<file path="config.mk">
export PLATFORM = sky130hd
export DESIGN_NAME = spi_cmd_decoder
export DESIGN_NICKNAME = d
export VERILOG_FILES = /design/src/rtl/spi_cmd_decoder_pkg.sv /design/src/rtl/spi_reg_bank.sv /design/src/rtl/spi_cmd_decoder.sv
export SDC_FILE = /design/constraint.sdc
export NUM_CORES = 1
export LEC_CHECK = 0
export BUFFER_PORTS_ARGS = -buffer_cell sky130_fd_sc_hd__buf_2
export CORE_ASPECT_RATIO = 1.4
export CORE_UTILIZATION = 30
export DETAILED_ROUTE_END_ITERATION = 7
export PLACE_DENSITY = 0.6
export RECOVER_POWER = 100
export SYNTH_ARGS = -nofsm -noshare
export SYNTH_HDL_FRONTEND = slang
export SYNTH_SLANG_ARGS = --single-unit
</file>
<file path="constraint.sdc">
create_clock -name clk -period 5.7 [get_ports clk]
set_input_delay 0.285 -clock clk [delete_from_list [all_inputs] [get_ports clk]]
set_output_delay 0.285 -clock clk [all_outputs]
set_load 0.02 [all_outputs]
</file>
<file path="src/rtl/spi_cmd_decoder_pkg.sv">
// Opcodes and FSM encodings shared by the SPI command decoder and its register bank.
// No logic here; constants only.
// Consumers decide how to use them.
package spi_cmd_decoder_pkg;

  localparam logic [7:0] OP_CLR      = 8'hCC;
  localparam logic [7:0] OP_LED_ON   = 8'hCD;
  localparam logic [7:0] OP_LED_OFF  = 8'hCE;
  localparam logic [3:0] OP_WR_HI    = 4'h1;
  localparam logic [3:0] OP_RD_HI    = 4'h2;
  localparam logic [3:0] RD_COUNT_LO = 4'hF;

  typedef enum logic [1:0] {
    ST_IDLE    = 2'd0,
    ST_CMD     = 2'd1,
    ST_PAYLOAD = 2'd2,
    ST_DISCARD = 2'd3
  } state_t;

endpackage

</file>
<file path="src/rtl/spi_reg_bank.sv">
// NREGS x 32-bit register bank with one write port and a flat read bus.
// Latency: a write is visible on regs_flat the cycle after wr_en is sampled.
// No backpressure: every write strobe is accepted.
module spi_reg_bank #(
  parameter int NREGS = 4,
  parameter int AW    = $clog2(NREGS)
) (
  input  logic                   clk,
  input  logic                   rst,
  input  logic                   wr_en,
  input  logic [AW-1:0]          wr_addr,
  input  logic [31:0]            wr_data,
  output logic [32*NREGS-1:0]    regs_flat
);

  always_ff @(posedge clk or posedge rst) begin
    if (rst) begin
      regs_flat <= '0;
    end else if (wr_en) begin
      regs_flat[{wr_addr, 5'd0} +: 32] <= wr_data;
    end
  end

endmodule

</file>
<file path="src/rtl/spi_cmd_decoder.sv">
// Parses SSEL-framed SPI byte streams into commands, register writes and read-back words.
// Latency: command effects 1 cycle after the command byte; wr_en 1 cycle after the 4th payload byte.
// No backpressure: bytes arrive as strobes and are consumed or dropped in the same cycle.
module spi_cmd_decoder
  import spi_cmd_decoder_pkg::*;
#(
  parameter int NREGS = 4,
  parameter int ERRW  = 8
) (
  input  logic                       clk,
  input  logic                       rst,
  input  logic                       frame_start,
  input  logic                       frame_end,
  input  logic                       byte_valid,
  input  logic [7:0]                 byte_data,
  input  logic [31:0]                count,
  output logic                       cnt_clear,
  output logic                       led,
  output logic                       wr_en,
  output logic [$clog2(NREGS)-1:0]   wr_addr,
  output logic [32*NREGS-1:0]        regs_flat,
  output logic [31:0]                tx_word,
  output logic [ERRW-1:0]            err_count
);

  localparam int AW = $clog2(NREGS);
  localparam logic [4:0] NREGS5 = 5'(NREGS);

  state_t          state;
  logic [AW-1:0]   addr;
  logic [1:0]      idx;
  logic [23:0]     acc;

  logic [3:0]      op_hi;
  logic [3:0]      op_lo;
  logic            lo_ok;
  logic            is_wr;
  logic            is_rd;
  logic            is_rd_cnt;
  logic            is_misc;
  logic            cmd_ok;
  logic            take;
  logic            commit;
  logic            err_inc;
  logic [31:0]     rd_word;
  logic [31:0]     wr_data;

  // frame_start overrides a same-cycle byte, so every byte-consuming path goes through take.
  always_comb begin
    op_hi     = byte_data[7:4];
    op_lo     = byte_data[3:0];
    lo_ok     = {1'b0, op_lo} < NREGS5;
    is_rd_cnt = byte_data == {OP_RD_HI, RD_COUNT_LO};
    is_wr     = (op_hi == OP_WR_HI) && lo_ok;
    is_rd     = (op_hi == OP_RD_HI) && lo_ok && !is_rd_cnt;
    is_misc   = (byte_data == OP_CLR) || (byte_data == OP_LED_ON) || (byte_data == OP_LED_OFF);
    cmd_ok    = is_wr || is_rd || is_rd_cnt || is_misc;
    take      = byte_valid && !frame_start;
    commit    = take && (state == ST_PAYLOAD) && (idx == 2'd3);
    err_inc   = (take && (state == ST_CMD) && !cmd_ok) ||
                (!frame_start && frame_end && (state == ST_PAYLOAD) && !commit);
    rd_word   = regs_flat[{op_lo[AW-1:0], 5'd0} +: 32];
    wr_data   = {acc, byte_data};
  end

  spi_reg_bank #(
    .NREGS (NREGS)
  ) u_reg_bank (
    .clk       (clk),
    .rst       (rst),
    .wr_en     (commit),
    .wr_addr   (addr),
    .wr_data   (wr_data),
    .regs_flat (regs_flat)
  );

  always_ff @(posedge clk or posedge rst) begin
    if (rst) begin
      state     <= ST_IDLE;
      addr      <= '0;
      idx       <= '0;
      acc       <= '0;
      cnt_clear <= 1'b0;
      led       <= 1'b0;
      wr_en     <= 1'b0;
      wr_addr   <= '0;
      tx_word   <= '0;
      err_count <= '0;
    end else begin
      cnt_clear <= 1'b0;
      wr_en     <= 1'b0;

      if (err_inc && (err_count != '1)) begin
        err_count <= err_count + 1'b1;
      end

      if (frame_start) begin
        state <= ST_CMD;
        idx   <= '0;
      end else begin
        case (state)
          ST_CMD: begin
            if (take) begin
              if (is_wr) begin
                addr  <= op_lo[AW-1:0];
                idx   <= '0;
                state <= ST_PAYLOAD;
              end else begin
                state <= ST_DISCARD;
                if (byte_data == OP_CLR)     cnt_clear <= 1'b1;
                if (byte_data == OP_LED_ON)  led       <= 1'b1;
                if (byte_data == OP_LED_OFF) led       <= 1'b0;
                if (is_rd_cnt)               tx_word   <= count;
                else if (is_rd)              tx_word   <= rd_word;
              end
            end
          end
          ST_PAYLOAD: begin
            if (take) begin
              acc <= {acc[15:0], byte_data};
              idx <= idx + 2'd1;
              if (commit) begin
                wr_en   <= 1'b1;
                wr_addr <= addr;
                state   <= ST_DISCARD;
              end
            end
          end
          default: ;
        endcase
        // Same-cycle byte has already been handled above; frame close wins the state.
        if (frame_end) state <= ST_IDLE;
      end
    end
  end

endmodule

</file>
==> metrics.txt, run 1 <==
buffers inserted during post-CTS setup optimization 0; detailed placement HPWL 19.1 mm; Slew Viols, Final 65; Bufs on Longest Clock Path 3; Layout Nets 1148; transition time of the tightest slew-check pin 2.81 ns; type of the worst min-delay path in -> reg; placeable core region 30000 sq um; post_cts resized 0; number of DRC markers in iteration 0 338; CTS root buffer clkbuf_16; leftover overflow at the end of global routing 0; Mapped Avg Cell Area 10.2 sq um; Post-Syn Area 9200 sq um; # IOs 218; wire length of the first global-routing pass 42.3 mm; portion of the post-synthesis area used by sequential elements 0.552; number of fill cells 3084; setup repair after global routing missed its margin false; Startpoint Class flip-flop; number of endpoints with negative hold slack in the final report 0; outcome complete, but fails checks; Final Core Density 0.373; TritonCTS sink count 203; width of the die 150 um; area of combinational cells with multiple inputs 3840 sq um; Max Freq 261 MHz; count of TritonRoute iterations in the first routing pass 4; min Tclk post-route 3.83 ns; vias in the first global route 6981; fraction of registers with async set or reset after synthesis 1.00; combined global-route utilization of all metal layers 0.176; Avg WL per Cell 18.7 um; CTS tree yes; Pwr Density 301 nW/um^2; share of final-layout standard cells stronger than drive strength 1 0.142; final routed DRC violation total 0; Crit Path Class reg -> reg; LEAKAGE 4.63 nW; synthesized flop and latch total 203; count of flip-flops with a built-in enable after synthesis 0; DIE AREA 31400 sq um; Placement Rows 75; Clk Latency, worst-skew pair 0.51 ns; post-route clock skew 0.0211 ns; placed cell count 1453; critical path launch point state[0]; reg-to-reg critical path startpoint state[0]; count of antenna-violating nets left after detailed routing 0; largest net degree at the start of global routing 172; count of hold buffers inserted by post-cts repair 2; Most used DFF post-synth dfrtp_1; Max rail drop VDD 0.160 mV; final sum of negative setup slack 0 ns; Register Area 5080 sq um; normalized max-slew margin -0.870; H-tree depth 1; total via count in the routed design 7136; initial antenna violation count 0; Synthesis Warnings 0; library cells used by synthesis 41; total power 3.37 mW; Reg2Reg Setup Slack 1.87 ns; post-CTS clock slew at the launch and capture registers of the worst setup and hold paths 0.07 ns; kind of end point of the critical path flip-flop; Required @ worst endpoint 6.06 ns; Num CTS Buffers 22; instance count of the mapped netlist 899; initial cell density of the core 0.306; arrival time of data at the critical path endpoint 4.19 ns; biggest fanout along the worst timing path 35; wire length reported by the detailed router 27.9 mm; syn_nets 953; start point of the worst min-delay path frame_start; final RePlAce weighted congestion 0.763; DIE HEIGHT 209 um; non-filler instance count after layout 1495; final critical-path share of the clock period 0.671; PortBufs 217; count of final setup violators 0; max-cap check violation count 2; failing checks max-capacitance violations, max-slew violations; Inserted Diodes 0; via count normalized by instance count 4.77; Syn-to-layout area delta 21.6%; final hold slack 0.0677 ns
per-stage QoR:
stage / setup WS [ns] / area (sq um)
2_1_floorplan: 2.78 / 9210
3_3_place_gp: 3.02 / 10700
3_5_place_dp: 2.99 / 10700
4_1_cts: 3.08 / 11500
5_1_grt: 1.44 / 11200
6_report: 1.87 / 11200
sequential cells by signal, summed over array words and instances (netlist names), 2 cells and up:
| name | count |
|---|---|
| u_reg_bank.regs_flat | 128 |
| tx_word | 32 |
| acc | 24 |
| err_count | 8 |
| addr | 2 |
| idx | 2 |
| state | 2 |
| wr_addr | 2 |
power by group:
part | switching, mW | internal (mW)
Sequential | 0.0723 | 1.50
Combinational | 0.209 | 0.102
Clock | 0.598 | 0.883
Total | 0.879 | 2.49
cell families after synthesis:
logic type	count (synthesis)	synth area share
AOI/OAI and AO/OA	178	0.102
muxes	93	0.149
DFF	203	0.552
xor gates and xnor gates	4	0.00381
and+or+nand+nor	342	0.150
adders and majority gates	9	0.0122
buffers and inverters	70	0.0309
critical path: stages (launching register included):
cell,delay (ns)
dfrtp_1,0.37
inv_1,0.06
ha_1,0.25
nand3b_1,0.10
clkbuf_1,1.02
nor2_1,0.38
nand2_1,0.93
buf_4,0.43
o21ai_0,0.14
final timing paths:
path | to | depth (start not counted)
min in group asynchronous | tx_word[25] | 3
min | idx[1] | 2
min reg2reg | u_reg_bank.regs_flat[109] | 2
max in group asynchronous | wr_addr[1] | 4
max | u_reg_bank.regs_flat[95] | 8
max reg2reg | u_reg_bank.regs_flat[95] | 8
cell usage after synthesis (all sizes together) (3+ instances only):
library cell | number | area share
mux4 | 32 | 0.078
xor2 | 4 | 0.0038
ha | 9 | 0.012
nor2 | 41 | 0.018
dfrtp | 203 | 0.55
clkbuf | 44 | 0.018
inv | 8 | 0.0033
o21ai | 133 | 0.072
nand4 | 5 | 0.0034
mux2 | 28 | 0.035
buf | 18 | 0.0097
a21o | 3 | 0.0024
nand2 | 269 | 0.11
a21oi | 34 | 0.018
nand2b | 3 | 0.0020
nor3b | 4 | 0.0033
mux2i | 33 | 0.036
nor3 | 6 | 0.0033
layer usage:
metal  routed length [um]  vias to the layer above  global-route usage
li1                     -                     3449                   -
met1                11400                     3466               0.216
met2                14600                      179               0.319
met3                 1160                       42              0.0207
met4                  729                        0              0.0512
met5                    0                        -                   0
layout by cell type (no fill, tap or decap), types with 4 or more instances in the layout:
cell and instances:
o21ai_0 133, clkbuf_1 180, mux2i_1 33, buf_4 12, dfrtp_1 203, nand4_1 5
nor2_1 41, xor2_1 4, mux2_2 26, buf_2 42, nor3_1 5, clkbuf_16 22
a21oi_1 34, clkbuf_8 6, mux4_2 32, nand2_1 268, inv_1 7, ha_1 9
area by class of cell:
| class | instances | share of cell area |
|---|---|---|
| clock inverter | 8 | 0.00962 |
| timing repair buffer | 233 | 0.0895 |
| tap | 385 | 0.0431 |
| inverter | 8 | 0.00280 |
| sequential | 203 | 0.454 |
| clock buffer | 32 | 0.0579 |
| multi-input combinational | 626 | 0.343 |
Power figures use the tool's default switching activity.
==> run 2: changes to the inputs <==
clock period = 3.3 ns   (was 5.7 ns; I/O delays follow)
==> run 2 against run 1 <==
  * The flow now finishes without violations
  * First-iteration DRC count fell by 0.30%
  * Non-clock buffer count rose by 45
  * Clock skew fell by 0.0056 ns
  * Sequential share of layout area fell by 1.8 points
  * Clock power rose by 72%
  * Register-to-register slack got worse by 1.2 ns
  * Sequential power rose by 72%
  * Global-route usage rose by 1.0 points
  * Largest cell class unchanged
==> metrics.txt, run 2 (synthesis results as in run 1) <==
outcome completed; most flop-heavy register u_reg_bank.regs_flat; Num CTS Buffers 22 (unchanged); DIE HEIGHT 209 um (unchanged); leftover overflow at the end of global routing 0 (unchanged); number of endpoints with negative hold slack in the final report 0 (unchanged); kind of end point of the critical path flip-flop; placeable core region 30000 sq um (unchanged); post-route clock skew 0.0155 ns (-0.00561 ns); LEAKAGE 4.84 nW (+4.4%); Required @ worst endpoint 3.72 ns (-2.34 ns); met1 Track Usage GR 0.231 (+0.0151); part of the total power dissipated in sequential elements 0.464 (-0.004); reg-to-reg critical path startpoint state[1]; slowest library cell on the worst path nor2b_2; busiest layer in global routing met2; H-tree depth 1 (unchanged); type of the worst min-delay path in -> reg; start point of the worst min-delay path byte_data[4]; CTS tree yes; GRT met2 Usage 0.328 (+0.00878); transition time of the tightest slew-check pin 1.43 ns (-1.38 ns); wire length reported by the detailed router 29.1 mm (+4.4%); final sum of negative setup slack 0 ns (unchanged); share of final-layout standard cells stronger than drive strength 1 0.141 (-0.000972); count of TritonRoute iterations in the first routing pass 4 (unchanged); width of the die 150 um (unchanged); Placement Rows 75 (unchanged); Max rail drop VDD 0.303 mV (+90%); worst reg-to-reg path cell count 8 (unchanged); Clock power frac 0.433 (-0.007); max-cap check violation count 0 (-2); min Tclk post-route 2.66 ns; combinational cell fraction of total power 0.103 (+0.011); via count normalized by instance count 4.85 (+1.6%); design internal power 4.32 mW (+74%); final hold slack 0.0189 ns (-0.0488 ns); leading registers by flop count u_reg_bank.regs_flat x128, tx_word x32, acc x24; switching part of the total 0.263 (+0.00228); Bufs on Longest Clock Path 3 (unchanged); number of DRC markers in iteration 0 337 (-0.30%); final routed DRC violation total 0 (unchanged); biggest fanout along the worst timing path 40 (+14%); Startpoint Class input port; # IOs 218 (unchanged); Slew Viols, Final 0 (-100%); total via count in the routed design 7460 (+4.5%); Net Switching 1.55 mW (+76%); combined global-route utilization of all metal layers 0.186 (+0.0100); initial cell density of the core 0.306 (unchanged); final RePlAce weighted congestion 0.781 (+2.4%); Layout Nets 1193 (+3.9%); highest-count cells in the layout ignoring fill and taps nand2_1, dfrtp_1, clkbuf_1; Syn-to-layout area delta 26.7%; CTS root buffer clkbuf_16; Avg WL per Cell 18.9 um (+1.4%); detailed placement HPWL 20.1 mm (+5.6%); largest net degree at the start of global routing 76 (-56%); slowest cell delay on critical path 0.88 ns (-0.14 ns); PortBufs 217 (unchanged); max FFs per register 128 (unchanged); critical path launch point byte_data[6]; Clk Latency, worst-skew pair 0.51 ns (about the same); arrival time of data at the critical path endpoint 3.09 ns (-1.10 ns); DIE AREA 31400 sq um (unchanged); final critical-path share of the clock period 0.806; TritonCTS sink count 203 (unchanged); most frequent standard cell in the layout excluding fill and tap cells nand2_1; Reg2Reg Setup Slack 0.69 ns (-1.18 ns); list of cells traversed by the critical path dlygate4sd3_1 -> buf_2 -> or4b_1 -> a21o_1 -> nor2b_2 -> buf_12 -> nor2_1 -> a21oi_1; met3 capacity usage during global routing 0.0266 (+0.00590); count of final setup violators 0 (unchanged); capturing element of the worst setup path tx_word[30]; initial antenna violation count 1 (+1); normalized max-slew margin 0.0419 (+0.912); buffers inserted during post-CTS setup optimization 0 (unchanged); post-CTS clock slew at the launch and capture registers of the worst setup and hold paths 0.06 ns (about the same); setup repair after global routing missed its margin false; count of antenna-violating nets left after detailed routing 0 (unchanged); critical register-to-register path endpoint tx_word[30]; vias in the first global route 7405 (+6.1%); count of buffer and inverter cells on the critical path 3 (unchanged); cell type group with the largest total delay on the critical path simple AND/OR/NAND/NOR gates; depth of the critical timing path with buffers and inverters included 8 (unchanged); Crit Path Class in -> reg; wire length of the first global-routing pass 44.7 mm (+5.7%); Max Freq 376 MHz; Pwr Density 503 nW/um^2 (+67%)
[run 2: metal layers]
metal | routed length (um) | part of all wire
met1 | 11800 | 0.40
met2 | 15200 | 0.52
met3 | 1440 | 0.049
met4 | 728 | 0.025
met5 | 0 | 0
[run 2: area by class of cell]
| class | count | area (sq um) |
|---|---|---|
| diodes | 1 | 2.50 |
| clock buffers | 32 | 649 |
| inverters | 8 | 31.3 |
| clock inverters | 6 | 82.6 |
| well taps | 385 | 482 |
| fillers | 3029 | 18400 |
| multi-input cells | 626 | 3850 |
| flip-flops and latches | 203 | 5080 |
| repair buffers | 278 | 1480 |
[run 2: worst min-delay path by stage]
| stage | end | cells past startpoint |
|---|---|---|
| floorplan | state[1] | 1 |
| global placement | tx_word[23] | 2 |
| detailed placement | tx_word[23] | 2 |
| CTS | u_reg_bank.regs_flat[36] | 3 |
| global route | u_reg_bank.regs_flat[100] | 3 |
| finish | u_reg_bank.regs_flat[4] | 3 |
[run 2: worst register-to-register path, cell delays in order (launching register included)]
cell and delay (ns):
dfrtp_1 0.40, inv_1 0.06, ha_1 0.22, and3b_1 0.23, o31a_1 0.18, nor2b_2 0.91
buf_12 0.31, nor2_1 0.08, a21oi_1 0.13
[run 2: stage by stage]
stage	worst slack (ns)	cells	power (mW)	instance area, sq um	util
global placement	0.974	1461	3.37	10800	0.361
CTS	0.990	1538	5.97	12000	0.398
finish	0.639	1539	5.87	11700	0.388
detailed placement	0.955	1461	3.38	10800	0.361
floorplan	0.505	899	3.10	9210	-
global route	0.435	1538	6.09	11700	0.388
[run 2: power by group through the flow]
| stage | Combinational (mW) | Clock [mW] | Sequential, mW |
|---|---|---|---|
| 2_1_floorplan | 0.273 | 0 | 2.83 |
| 3_3_place_gp | 0.600 | 0 | 2.77 |
| 3_5_place_dp | 0.609 | 0 | 2.77 |
| 4_1_cts | 0.647 | 2.60 | 2.72 |
| 5_1_grt | 0.662 | 2.69 | 2.74 |
| 6_report | 0.603 | 2.54 | 2.72 |
[run 2: what timing repair did]
action	in CTS	in global routing
endpoints found under the hold margin	75	0
hold buffers	39	0
gates resized for setup	0	0
